--- src/rtl/touch_hole_decoder.sv ---
// Debounces touch-panel presses, maps a confirmed touch onto a COLS x ROWS hole grid,
// and reports one hit/miss pulse per press with the latched cell index and coordinates.
module touch_hole_decoder #(
  parameter int unsigned DEB_CYC = 4,
  parameter int unsigned REL_CYC = 8,
  parameter int unsigned X_ORG   = 40,
  parameter int unsigned Y_ORG   = 40,
  parameter int unsigned CELL_W  = 240,
  parameter int unsigned CELL_H  = 133,
  parameter int unsigned COLS    = 3,
  parameter int unsigned ROWS    = 3
) (
  input  logic        clk,
  input  logic        rst_n,
  input  logic        touch_valid,
  input  logic [15:0] tp_x_coord,
  input  logic [15:0] tp_y_coord,
  input  logic        game_en,
  output logic        hit_pulse,
  output logic        miss_pulse,
  output logic [3:0]  hit_idx,
  output logic [15:0] hit_x,
  output logic [15:0] hit_y,
  output logic        pressed
);

  typedef enum logic [1:0] {IDLE, DEBOUNCE, DECODE, HELD} state_t;

  localparam logic [8:0]  DEB_LIM = 9'(DEB_CYC);
  localparam logic [8:0]  REL_LIM = 9'(REL_CYC);
  localparam logic [31:0] X_END   = 32'(X_ORG + COLS * CELL_W);
  localparam logic [31:0] Y_END   = 32'(Y_ORG + ROWS * CELL_H);
  localparam logic [3:0]  COLS4   = 4'(COLS);

  state_t      state_reg, state_next;
  logic [7:0]  deb_cnt_reg, deb_cnt_next;
  logic [7:0]  rel_cnt_reg, rel_cnt_next;
  logic [15:0] lat_x_reg, lat_x_next;
  logic [15:0] lat_y_reg, lat_y_next;
  logic        hit_pulse_reg, hit_pulse_next;
  logic        miss_pulse_reg, miss_pulse_next;
  logic [3:0]  hit_idx_reg, hit_idx_next;
  logic [15:0] hit_x_reg, hit_x_next;
  logic [15:0] hit_y_reg, hit_y_next;
  logic        pressed_reg, pressed_next;

  // Grid decode: one comparator per column/row boundary; 32-bit compares cannot wrap.
  logic [31:0]     x_ext, y_ext;
  logic [COLS-1:0] col_ge;
  logic [ROWS-1:0] row_ge;
  logic [3:0]      col, row, idx_calc;
  logic            in_grid;

  assign x_ext = {16'd0, lat_x_reg};
  assign y_ext = {16'd0, lat_y_reg};

  genvar gi;
  generate
    for (gi = 0; gi < COLS; gi++) begin : g_col
      assign col_ge[gi] = (x_ext >= 32'(X_ORG + gi * CELL_W));
    end
    for (gi = 0; gi < ROWS; gi++) begin : g_row
      assign row_ge[gi] = (y_ext >= 32'(Y_ORG + gi * CELL_H));
    end
  endgenerate

  // Boundaries are monotonic, so the count of passed boundaries is the index.
  always_comb begin
    col = 4'd0;
    row = 4'd0;
    for (int i = 1; i < COLS; i++) col = col + {3'd0, col_ge[i]};
    for (int i = 1; i < ROWS; i++) row = row + {3'd0, row_ge[i]};
  end

  assign in_grid  = col_ge[0] && (x_ext < X_END) && row_ge[0] && (y_ext < Y_END);
  assign idx_calc = row * COLS4 + col;

  always_comb begin
    state_next      = state_reg;
    deb_cnt_next    = deb_cnt_reg;
    rel_cnt_next    = rel_cnt_reg;
    lat_x_next      = lat_x_reg;
    lat_y_next      = lat_y_reg;
    hit_pulse_next  = 1'b0;
    miss_pulse_next = 1'b0;
    hit_idx_next    = hit_idx_reg;
    hit_x_next      = hit_x_reg;
    hit_y_next      = hit_y_reg;
    pressed_next    = pressed_reg;

    if (!game_en) begin
      state_next   = IDLE;
      deb_cnt_next = 8'd0;
      rel_cnt_next = 8'd0;
      pressed_next = 1'b0;
    end else begin
      case (state_reg)
        IDLE: begin
          if (touch_valid) begin
            lat_x_next   = tp_x_coord;
            lat_y_next   = tp_y_coord;
            deb_cnt_next = 8'd1;
            rel_cnt_next = 8'd0;
            state_next   = (DEB_LIM <= 9'd1) ? DECODE : DEBOUNCE;
          end
        end
        DEBOUNCE: begin
          if (touch_valid) begin
            lat_x_next   = tp_x_coord;
            lat_y_next   = tp_y_coord;
            deb_cnt_next = deb_cnt_reg + 8'd1;
            if (({1'b0, deb_cnt_reg} + 9'd1) >= DEB_LIM) state_next = DECODE;
          end else begin
            deb_cnt_next = 8'd0;
            state_next   = IDLE;
          end
        end
        DECODE: begin
          hit_pulse_next  = in_grid;
          miss_pulse_next = !in_grid;
          hit_idx_next    = in_grid ? idx_calc : 4'd0;
          hit_x_next      = lat_x_reg;
          hit_y_next      = lat_y_reg;
          pressed_next    = 1'b1;
          deb_cnt_next    = 8'd0;
          rel_cnt_next    = 8'd0;
          state_next      = HELD;
        end
        HELD: begin
          // Any high sample restarts the release count, so glitches never re-trigger.
          if (touch_valid) begin
            rel_cnt_next = 8'd0;
          end else if (({1'b0, rel_cnt_reg} + 9'd1) >= REL_LIM) begin
            rel_cnt_next = 8'd0;
            pressed_next = 1'b0;
            state_next   = IDLE;
          end else begin
            rel_cnt_next = rel_cnt_reg + 8'd1;
          end
        end
        default: state_next = IDLE;
      endcase
    end
  end

  always_ff @(posedge clk or negedge rst_n) begin
    if (!rst_n) begin
      state_reg      <= IDLE;
      deb_cnt_reg    <= 8'd0;
      rel_cnt_reg    <= 8'd0;
      lat_x_reg      <= 16'd0;
      lat_y_reg      <= 16'd0;
      hit_pulse_reg  <= 1'b0;
      miss_pulse_reg <= 1'b0;
      hit_idx_reg    <= 4'd0;
      hit_x_reg      <= 16'd0;
      hit_y_reg      <= 16'd0;
      pressed_reg    <= 1'b0;
    end else begin
      state_reg      <= state_next;
      deb_cnt_reg    <= deb_cnt_next;
      rel_cnt_reg    <= rel_cnt_next;
      lat_x_reg      <= lat_x_next;
      lat_y_reg      <= lat_y_next;
      hit_pulse_reg  <= hit_pulse_next;
      miss_pulse_reg <= miss_pulse_next;
      hit_idx_reg    <= hit_idx_next;
      hit_x_reg      <= hit_x_next;
      hit_y_reg      <= hit_y_next;
      pressed_reg    <= pressed_next;
    end
  end

  assign hit_pulse  = hit_pulse_reg;
  assign miss_pulse = miss_pulse_reg;
  assign hit_idx    = hit_idx_reg;
  assign hit_x      = hit_x_reg;
  assign hit_y      = hit_y_reg;
  assign pressed    = pressed_reg;

endmodule
--- config.mk ---
export PLATFORM = sky130hd
export DESIGN_NAME = touch_hole_decoder
export DESIGN_NICKNAME = d
export VERILOG_FILES = /design/src/rtl/touch_hole_decoder.sv
export SDC_FILE = /design/constraint.sdc
export NUM_CORES = 1
export LEC_CHECK = 0
export ABC_AREA = 0
export BUFFER_PORTS_ARGS = -buffer_cell sky130_fd_sc_hd__buf_2
export CORE_UTILIZATION = 30
export CTS_BUF_LIST = sky130_fd_sc_hd__clkbuf_16
export DETAILED_ROUTE_END_ITERATION = 7
export GPL_ROUTABILITY_DRIVEN = 0
export SYNTH_ARGS = -nofsm -noshare
export SYNTH_HDL_FRONTEND = slang
export SYNTH_SLANG_ARGS = --single-unit
--- constraint.sdc ---
create_clock -name clk -period 6.2 [get_ports clk]
set_clock_uncertainty 0.1 [all_clocks]
set_input_delay 0.93 -clock clk [delete_from_list [all_inputs] [get_ports clk]]
set_output_delay 0.93 -clock clk [all_outputs]
set_load 0.1 [all_outputs]
# After elaboration in Yosys (flattened, before gate mapping)
# Index checks and enable logic that the tools add are counted.
[classes]
addsub = 7
multipliers = 1
order_cmp = 10
eq_ne = 10
mux = 25
reduce_logical = 12
[op_table]
columns = ["operator", "n"]
rows = [
  ["$mux 8", 7],
  ["$pmux 8 s3", 2],
  ["$ge 16x6->1 const B", 2],
  ["$ge 16x9->1 const B", 2],
  ["$add 8x1->9 const B", 2],
  ["$add 8x1->8 const B", 2],
  ["$ge 16x10->1 const B", 1],
  ["$ge 16x8->1 const B", 1],
  ["$lt 16x10->1 const B", 1],
  ["$lt 16x9->1 const B", 1],
  ["$mux 2", 6],
  ["$ge 9x3->1 const B", 1],
  ["$ge 9x4->1 const B", 1],
  ["$ne 3x3->1 const B", 3],
  ["$ne 4x1->1 const B", 2],
  ["$pmux 2 s4", 1],
  ["$mux 1", 7],
  ["$reduce_and 2->1", 3],
  ["$reduce_and 3->1", 2],
  ["$add 1x1->2", 2],
  ["$add 4x2->4", 1],
  ["$eq 2x2->1 const B", 2],
  ["$mul 2x2->4 const B", 1],
  ["$mux 4", 1],
  ["other kinds (9)", 11],
]
[totals]
reg_bits = 89
input_bits = 36
out_inout_bits = 39
elab_cells = 76

# Depth between registers and ports, before layout
# Gate-level depths: netlist of run 1.
[logic_depth]
depth_word = 7
ltp_mapped = 11
depth_no_buf = 11

# Worst setup path before layout of run 1
# OpenSTA, ideal clock, no wires.
[synth_path]
path_kind = "register to register"
from = "register lat_y_reg[15]"
to = "register hit_idx_reg[1], in the netlist hit_idx[1]"
t_arrival_ns = 2.637
slack_ns = 3.371
path_stages_with_launch = 10
path_buffers = 0
synth_period_minus_slack_ns = 2.829
cell_sequence = "dfrtp_1 > nor4_2 > nand2_1 > a2111o_1 > fa_1 > inv_1 > ha_1 > inv_1 > fa_1 > o31ai_2"
[synth_via]
elab_chain_len = 5
word_cells_on_any_way = 10
classes_between = "add/sub (2); mul (1); order compare (4); mux (1); reduce/logical (2)"
[synth_lines]
columns = ["item", "line", "rtl"]
rows = [
  ["from (decl)", "39", "logic [15:0] lat_y_reg, lat_y_next;"],
  ["from (signal assigned)", "164", "lat_y_reg <= lat_y_next;"],
  ["$ge 16x8->1 / $ge 16x9->1 (equally long branches)", "63", "assign row_ge[gi] = (y_ext >= 32'(Y_ORG + gi * CELL_H));"],
  ["$add 1x1->2", "72", "for (int i = 1; i < ROWS; i++) row = row + {3'd0, row_ge[i]};"],
  ["$mul 2x2->4", "76", "assign idx_calc = row * COLS4 + col;"],
  ["$add 4x2->4", "76", ""],
  ["$mux 4 (*)", "121", "hit_idx_next = in_grid ? idx_calc : 4'd0;"],
  ["to (signal assigned)", "167", "hit_idx_reg <= hit_idx_next;"],
  ["to (decl)", "42", "logic [3:0] hit_idx_reg, hit_idx_next;"],
]
# Every way passes the cells marked *; elsewhere a longest branch is shown, timed or not.
# A chain may end at the register's enable or synchronous reset.

# Worst setup path after layout of run 1
# Ends and elaborated chain as after synthesis.

==> impl_metrics.json, run 1 <==
{
  "die_h_um": 118.0,
  "powerDensity_nw_per_um2": 472.6,
  "critPathKind": "reg -> reg",
  "slew_headroom_pct": 28.64,
  "initial_utilization_pct": 31.33,
  "fin_crit_sh_pct": 48.89,
  "antenna_left": 0,
  "drt-wirelength-per-cell_um": 14.52,
  "ff2ff_path_depth": 9,
  "synth_seq_cells": 89,
  "firstDrtPassIters": 4,
  "cts_buffer_depth": 2,
  "tightest_slew_ns": 1.067,
  "layout_common_cells": "dfrtp_1, buf_2, mux2_2",
  "placementRows": 41,
  "synth_compound_area_share_pct": 8.747,
  "syn_inst": 319,
  "critical_path.startpoint_type": "flip-flop",
  "root_buffer": "clkbuf_16",
  "drt_iter0_markers": 106,
  "status": "completed",
  "crit_slowest_cell": "fa_1",
  "synth_fa_ha_area_share_pct": 4.404,
  "synth_nets": 368,
  "final_common_cell": "dfrtp_1",
  "wl_mm": 8.307,
  "finalHoldViolCount": 0,
  "post_synth.cell_area_avg_um2": 12.65,
  "grt_antenna_before_repair": 0,
  "grt_pass1_wl_mm": 14.03,
  "fin_nets": 444,
  "synthFlopType": "dfrtp_1",
  "r2r_setup_slack_ns": 3.17,
  "grt_pass1_vias": 2849,
  "numCtsBuffers": 9,
  "cpPeakStageDelay_ns": 0.55,
  "cts_setup_buffers": 0,
  "htree_levels": 3,
  "vias": 2683,
  "path_clk_slew_ns": 0.06,
  "path_buf_inv": 2,
  "drive_gt1_share_pct": 39.75,
  "syn2layout_area_growth_pct": 20.41,
  "clock_sinks": 89,
  "reg2reg_to": "hit_idx[1]$_DFFE_PN0P_",
  "cts_tree": "yes",
  "io_buffers": 74,
  "fmax_mhz": 329.9,
  "synthesis.area_um2": 4034,
  "postCtsHoldBufs": 0,
  "hpwl_mm": 5.940,
  "cp_cell_sequence": "nor4_2 > nand2_1 > a2111o_1 > fa_1 > inv_1 > ha_1 > inv_1 > fa_1 > o31ai_2",
  "cp_top_family": "adder cells",
  "synth.distinct_cells": 45,
  "reg2reg_from": "lat_y_reg[15]$_DFFE_PN0P_",
  "die_width_um": 118.0,
  "arrival_ns": 3.16,
  "timing.max_cap.violations": 0,
  "cts_resized": 0,
  "io_pins": 75,
  "synthArstFlopShare_pct": 100.0,
  "synthSimpleGateAreaFrac_pct": 10.27,
  "synth_xor_area_share_pct": 0.4342,
  "track_usage_pct": 12.84,
  "antenna_cells": 0,
  "hold_path_end": "rel_cnt_reg[4]$_DFFE_PN0P_",
  "grt_max_degree": 62,
  "synth_top_family_by_area": "multiplexers",
  "grt_overflow": 0,
  "whs_ns": 0.3892,
  "setup_viol": 0,
  "slew_violations": 0,
  "leakage_nw": 2.328,
  "yosysWarningCount": 0,
  "min_path_cells": 1,
  "critPathRequiredTime_ns": 6.33,
  "synthMuxAreaShare_pct": 18.61,
  "vias_per_cell": 4.691,
  "setup_tns_ns": 0,
  "worstSkewPairLatency_ns": 0.34,
  "rsz0062_at_grt": "false",
  "crit_fanout": 3,
  "peakVddDrop_mv": 0.1492,
  "drc_errors": 0,
  "synth_edf_count": 0,
  "hold_path.class": "reg -> reg",
  "seq_area_frac_synth_pct": 55.21,
  "endpoint_kind": "flip-flop",
  "min_period_ns": 3.031,
  "coreArea_um2": 12880,
  "dieArea_um2": 13910,
  "min_from": "rel_cnt_reg[4]$_DFFE_PN0P_"
}
==> layer usage <==
layer / global-route usage [%] / vias up / routed length (µm)
met4: 3.285 / 0 / 83
met1: 15.34 / 1330 / 3739
met5: 0 / - / 0
met3: 4.554 / 9 / 381
met2: 21.80 / 51 / 4103
li1: - / 1293 / -
==> power breakdown <==
group	switching, mW	internal (mW)
combinational	0.734	0.213
clock	0.222	0.270
sequential	0.124	0.732
==> cell usage after synthesis, drive strengths merged, types with 2 or more instances <==
master / number / area [µm²]
nor2b: 7 / 43.79
fa: 2 / 40.04
and3: 4 / 25.02
inv: 11 / 41.29
nor4: 6 / 43.79
o2bb2ai: 2 / 17.52
a22oi: 2 / 15.01
nor2: 10 / 37.54
nand3: 9 / 50.05
ha: 11 / 137.6
xor2: 2 / 17.52
nand2b: 4 / 25.02
o31ai: 7 / 72.57
nor3: 7 / 35.03
buf: 10 / 48.79
nand4: 2 / 12.51
and2: 6 / 37.54
o21a: 2 / 15.01
o41ai: 3 / 26.28
o211ai: 2 / 15.01
mux2: 64 / 720.7
o21ai: 15 / 75.07
nand2: 22 / 82.58
a21o: 2 / 15.01
dfrtp: 89 / 2227
a31oi: 2 / 12.51
mux2i: 3 / 30.03
==> cell type report <==
class	count	area (µm²)
Clock buffer	9	225.2
Clock inverter	7	45.04
Fill cell	1272	8019
Inverter	11	41.29
Multi-Input combinational cell	208	1715
Sequential cell	89	2227
Tap cell	172	215.2
Timing Repair Buffer	76	387.9
==> worst max-delay path by stage <==
| stage | start | to | slack, ns | cells after the start |
|---|---|---|---|---|
| 3_3_place_gp | lat_y_reg[15]$_DFFE_PN0P_ | hit_idx[1]$_DFFE_PN0P_ | 3.17 | 9 |
| 4_1_cts | lat_y_reg[15]$_DFFE_PN0P_ | hit_idx[1]$_DFFE_PN0P_ | 3.14 | 9 |
| 2_1_floorplan | lat_y_reg[15]$_DFFE_PN0P_ | hit_idx[1]$_DFFE_PN0P_ | 3.37 | 9 |
| 3_5_place_dp | lat_y_reg[15]$_DFFE_PN0P_ | hit_idx[1]$_DFFE_PN0P_ | 3.15 | 9 |
| 5_1_grt | lat_y_reg[15]$_DFFE_PN0P_ | hit_idx[1]$_DFFE_PN0P_ | 2.99 | 9 |
| 6_report | lat_y_reg[15]$_DFFE_PN0P_ | hit_idx[1]$_DFFE_PN0P_ | 3.17 | 9 |
==> worst reg2reg max path, stage by stage (launching register included) <==
cell and delay, ns:
dfrtp_1 0.40, nor4_2 0.28, nand2_1 0.15, a2111o_1 0.47, fa_1 0.55, inv_1 0.04, ha_1 0.19, inv_1 0.07
fa_1 0.41, o31ai_2 0.25
==> stage by stage <==
stage / area, µm² / power (mW) / instances / setup WS (ns) / utilization (%)
CTS: 4857 / 2.328 / 572 / 3.138 / 37.72
global placement: 4587 / 1.807 / 556 / 3.175 / 35.62
floorplan: 4034 / 1.634 / 319 / 3.371 / -
finish: 4857 / 2.296 / 572 / 3.169 / 37.72
global route: 4857 / 2.406 / 572 / 2.994 / 37.72
detailed placement: 4587 / 1.825 / 556 / 3.147 / 35.62
==> cells by family after synthesis <==
kind of cell | after synthesis
flops | 89
simple gates | 79
mux | 67
compound gates | 47
buf+inv | 22
fa+ha+maj | 13
xor+xnor | 2
(Power assumes the default switching activity.)
==> run 2, diff against run 1 <==
Clock period 6.2 ns to 2.5 ns, I/O delays scaled along.
==> impl_metrics.json, run 2 (same netlist as run 1, synthesis figures left out) <==
{
  "initial_utilization_pct": 31.33,
  "final_area_um2": 5184,
  "hold_path.class": "in -> reg",
  "path_clk_slew_ns": 0.06,
  "min_path_cells": 2,
  "vias": 2874,
  "drc_errors": 0,
  "slew_headroom_pct": 66.03,
  "min_period_ns": 2.723,
  "drt_iter0_markers": 92,
  "powerDensity_nw_per_um2": 1158,
  "setup_viol": 2,
  "fmax_mhz": 367.3,
  "grt_pass1_wl_mm": 14.79,
  "antenna_cells": 0,
  "track_usage_pct": 13.52,
  "vias_per_cell": 4.719,
  "cts_tree": "yes",
  "dieArea_um2": 13910,
  "root_buffer": "clkbuf_16",
  "grt_pass1_vias": 2970,
  "arrival_ns": 2.87,
  "io_buffers": 74,
  "firstDrtPassIters": 4,
  "place_area_um2": 4872,
  "critPathRequiredTime_ns": 2.64,
  "r2r_setup_slack_ns": -0.22,
  "tightest_slew_ns": 0.5130,
  "placementRows": 41,
  "grt_max_degree": 52,
  "reg2reg_from": "lat_y_reg[13]$_DFFE_PN0P_",
  "fin_nets": 481,
  "endpoint_kind": "flip-flop",
  "setup_tns_ns": -0.4237,
  "grt_antenna_before_repair": 0,
  "crit_fanout": 2,
  "cts_resized": 0,
  "drt-wirelength-per-cell_um": 13.93,
  "grt_overflow": 0,
  "critPathKind": "reg -> reg",
  "clock_sinks": 89,
  "layout_common_cells": "dfrtp_1, buf_2, mux2_2",
  "slew_violations": 0,
  "top_layer_used": "met4",
  "syn2layout_area_growth_pct": 28.50,
  "antenna_left": 0,
  "violations": "setup timing",
  "leakage_nw": 2.513,
  "io_pins": 75,
  "status": "complete, but fails checks",
  "hold_path_end": "lat_x_reg[6]$_DFFE_PN0P_",
  "min_from": "tp_x_coord[6]",
  "timing.max_cap.violations": 0,
  "peakVddDrop_mv": 0.4626,
  "place_ws_ns": -0.2595,
  "htree_levels": 3,
  "drive_gt1_share_pct": 45.08,
  "hpwl_mm": 6.211,
  "die_h_um": 118.0,
  "ff2ff_path_depth": 9,
  "route.met3.wl_um": 373,
  "final_common_cell": "dfrtp_1",
  "setup_ws_ns": -0.2229,
  "cts_buffer_depth": 2,
  "rsz0062_at_grt": "true",
  "worstSkewPairLatency_ns": 0.34,
  "wl_mm": 8.482,
  "wl_met1_mm": 3.760,
  "die_width_um": 118.0,
  "numCtsBuffers": 9,
  "wl_met2_mm": 4.246,
  "fin_crit_sh_pct": 108.9,
  "finalHoldViolCount": 0,
  "critical_path.startpoint_type": "flip-flop",
  "coreArea_um2": 12880,
  "reg2reg_to": "hit_idx[1]$_DFFE_PN0P_"
}
-- run 2: cell types whose count changed in the layout (fill, tap and decap cells not counted), sizes merged --
| cell | previous run | this run |
|---|---|---|
| dlygate4sd3 | 0 | 1 |
| bufinv | 0 | 1 |
| buf | 76 | 112 |
| inv | 12 | 11 |
-- run 2: how the worst max path moves through the flow --
stage	start	end	slack, ns	cells past startpoint
4_1_cts	lat_y_reg[13]$_DFFE_PN0P_	hit_idx[2]$_DFFE_PN0P_	-0.24	10
5_1_grt	lat_y_reg[13]$_DFFE_PN0P_	hit_idx[2]$_DFFE_PN0P_	-0.41	11
3_5_place_dp	lat_y_reg[13]$_DFFE_PN0P_	hit_idx[2]$_DFFE_PN0P_	-0.26	10
6_report	lat_y_reg[13]$_DFFE_PN0P_	hit_idx[1]$_DFFE_PN0P_	-0.22	9
2_1_floorplan	lat_y_reg[13]$_DFFE_PN0P_	hit_idx[2]$_DFFE_PN0P_	-0.1	10
3_3_place_gp	lat_y_reg[13]$_DFFE_PN0P_	hit_idx[2]$_DFFE_PN0P_	-0.22	10
-- run 2: what timing repair did --
action	CTS	global route
hold buffers	1	0
buffers inserted	2	0
gates cloned	0	0
hold endpoints to repair	38	0
pin swaps	1	0
setup endpoints to repair	2	4
-- run 2: metrics by stage --
stage	hold WS, ns	util (%)	instances	power (mW)
floorplan	-0.02059	-	319	4.053
global placement	0.2798	37.84	590	4.708
detailed placement	0.2808	37.84	590	4.748
CTS	0.1362	40.26	609	6.086
global route	0.1423	40.26	609	6.299
finish	0.1519	40.26	609	6.003
-- run 2: metal layers --
| metal | track usage (%) | up-vias |
|---|---|---|
| li1 | - | 1375 |
| met1 | 16.96 | 1431 |
| met2 | 22.13 | 58 |
| met3 | 3.682 | 10 |
| met4 | 5.048 | 0 |
| met5 | 0 | - |
-- run 2: layout make-up --
class / count / area (µm²)
clock buffer: 9 / 225.2
clock inverter: 7 / 61.31
fill: 1234 / 7692
inverter: 11 / 41.29
multi-input combinational: 208 / 1720
sequential: 89 / 2227
tap: 172 / 215.2
timing repair buffer: 113 / 693.2
-- run 2: worst max-delay path, stage by stage, from the launching register on --
cell and delay [ns]:
dfrtp_1 0.39, nor4_2 0.29, nand2_1 0.12, a2111o_1 0.34, fa_1 0.49, inv_1 0.04
ha_2 0.17, inv_2 0.06, fa_2 0.43, o31ai_2 0.20
-- run 2: report_power, final --
| part | switching, mW | internal (mW) | leakage [nW] |
|---|---|---|---|
| clock | 0.542 | 0.762 | 0.134 |
| sequential | 0.232 | 1.82 | 1.15 |
| combinational | 1.94 | 0.714 | 1.23 |
| total | 2.71 | 3.29 | 2.51 |
==> run 3, diff against run 2 <==
Settings changed: GPL_TIMING_DRIVEN set to 0.
Clock period 2.5 ns to 2.69 ns, I/O delays scaled along.
==> impl_metrics.json, run 3 (same netlist as run 1, synthesis figures left out) <==
{
  "cts_buffer_depth": 2,
  "vias_per_cell": 4.727,
  "cp_cell_sequence": "nor4_4 > nand2_2 > buf_6 > a21o_1 > fa_1 > inv_1 > ha_2 > inv_2 > fa_2 > o31ai_2",
  "coreArea_um2": 12880,
  "switchingPower_mw": 2.528,
  "fmax_mhz": 359.9,
  "grt_overflow": 0,
  "rsz0062_at_grt": "true",
  "drive_gt1_share_pct": 42.41,
  "grt_pass1_vias": 2799,
  "io_pins": 75,
  "worstSkewPairLatency_ns": 0.34,
  "track_usage_pct": 13.08,
  "numCtsBuffers": 9,
  "antenna_left": 0,
  "vias": 2775,
  "drc_errors": 0,
  "crit_fanout": 3,
  "clock_sinks": 89,
  "initial_utilization_pct": 31.33,
  "powerDensity_nw_per_um2": 1102,
  "setup_ws_ns": -0.08854,
  "htree_levels": 3,
  "path_buf_inv": 3,
  "placed_cells": 565,
  "final_area_um2": 5036,
  "path_clk_slew_ns": 0.07,
  "layout_common_cells": "dfrtp_1, buf_2, mux2_2",
  "setup_tns_ns": -0.1735,
  "hold_path.class": "in -> reg",
  "grt_max_degree": 53,
  "crit_slowest_cell": "fa_1",
  "cts_tree": "yes",
  "root_buffer": "clkbuf_16",
  "final_common_cell": "dfrtp_1",
  "endpoint_kind": "flip-flop",
  "clkPwrFrac_pct": 24.5,
  "min_period_ns": 2.779,
  "critPathRequiredTime_ns": 2.84,
  "power.internal_mw": 3.022,
  "io_buffers": 73,
  "power.share.switching_pct": 45.55,
  "peakVddDrop_mv": 0.3466,
  "p_comb_share_pct": 39.9,
  "firstDrtPassIters": 4,
  "tightest_slew_ns": 0.6086,
  "die_h_um": 118.0,
  "fillers": 1211,
  "stdcell_count": 587,
  "dieArea_um2": 13910,
  "setup_viol": 2,
  "cp_top_family": "adder cells",
  "cpPeakStageDelay_ns": 0.54,
  "grt_antenna_before_repair": 0,
  "syn2layout_area_growth_pct": 24.84,
  "leakage_nw": 2.414,
  "violations": "setup timing",
  "status": "complete, but fails checks",
  "critical_path.startpoint_type": "flip-flop",
  "wl_mm": 8.479,
  "die_width_um": 118.0,
  "fin_nets": 459,
  "arrival_ns": 2.93,
  "antenna_cells": 0,
  "hpwl_mm": 6.231,
  "grt_pass1_wl_mm": 14.24,
  "p_seq_share_pct": 35.6,
  "drt-wirelength-per-cell_um": 14.44,
  "place_area_um2": 4644,
  "post-route-util_pct": 39.11,
  "critPathKind": "reg -> reg",
  "drt_iter0_markers": 107,
  "slew_violations": 0,
  "slew_headroom_pct": 59.43,
  "placementRows": 41,
  "timing.max_cap.violations": 0,
  "power.total_mw": 5.549,
  "finalHoldViolCount": 0,
  "fin_crit_sh_pct": 103.3
}
## run 3: cell types whose count changed in the layout (fill, tap and decap cells not counted), sizes merged
cell,before,now
inv,11,14
clkinv,4,1
clkbuf,9,10
bufinv,1,2
buf,112,89
clkinvlp,2,1
## run 3: power by group through the flow
| stage | logic (mW) | clock network (mW) | registers, mW |
|---|---|---|---|
| 2_1_floorplan | 0.520 | 0 | 3.25 |
| 3_3_place_gp | 2.19 | 0 | 1.98 |
| 3_5_place_dp | 2.21 | 0 | 2.00 |
| 4_1_cts | 2.23 | 1.40 | 1.98 |
| 5_1_grt | 2.32 | 1.45 | 2.03 |
| 6_report | 2.21 | 1.36 | 1.98 |
## run 3: layout make-up
cell class	count	area, µm²	share of cell area, %
clock inverter	7	98.84	1.963
multi-input combinational	208	1729	34.34
sequential	89	2227	44.22
buffer	11	52.55	1.043
tap	172	215.2	4.273
timing repair buffer	80	446.7	8.870
inverter	11	41.29	0.8199
clock buffer	9	225.2	4.472
## run 3: metal layers
layer  wire length (µm)  global-route usage, %  part of all wire [%]
met1               3838                  16.88                    45
met2               4206                  21.21                    50
met3                333                  3.731                   3.9
met4                101                  3.846                   1.2
met5                  0                      0                     0
## run 3: timing repair
item | CTS | global route
endpoints found under the hold margin | 37 | 0
endpoints found under the setup margin | 4 | 2
resized for setup | 5 | 1
pin swaps | 4 | 5
setup buffers | 2 | 3
hold buffers | 1 | 0
## run 3: final timing paths
check                                             end  cells after the start                      start  slack, ns
hold reg to reg                hit_idx[3]$_DFFE_PN0P_                      2     hit_idx[3]$_DFFE_PN0P_       0.38
max in group asynchronous  rel_cnt_reg[3]$_DFFE_PN0P_                      3                      rst_n       1.39
hold / removal               lat_x_reg[5]$_DFFE_PN0P_                      2              tp_x_coord[5]       0.17
setup reg to reg               hit_idx[1]$_DFFE_PN0P_                     10  lat_y_reg[13]$_DFFE_PN0P_      -0.09
min in group asynchronous        miss_pulse$_DFF_PN0_                      2                      rst_n       0.49
setup / recovery               hit_idx[1]$_DFFE_PN0P_                     10  lat_y_reg[13]$_DFFE_PN0P_      -0.09
## run 3: worst reg2reg max path, stage by stage, from the launching register on
cell and delay [ns]:
dfrtp_1 0.42, nor4_4 0.33, nand2_2 0.12, buf_6 0.13
a21o_1 0.18, fa_1 0.54, inv_1 0.04, ha_2 0.17
inv_2 0.05, fa_2 0.43, o31ai_2 0.17
## run 3: metrics by stage
| stage | hold WS, ns | setup WS (ns) |
|---|---|---|
| after floorplan | 0.007909 | -0.008918 |
| after global placement | 0.3677 | -0.3620 |
| after detailed placement | 0.3172 | -0.3689 |
| after CTS | 0.1676 | -0.1877 |
| after global routing | 0.1671 | -0.2078 |
| final | 0.1734 | -0.08854 |
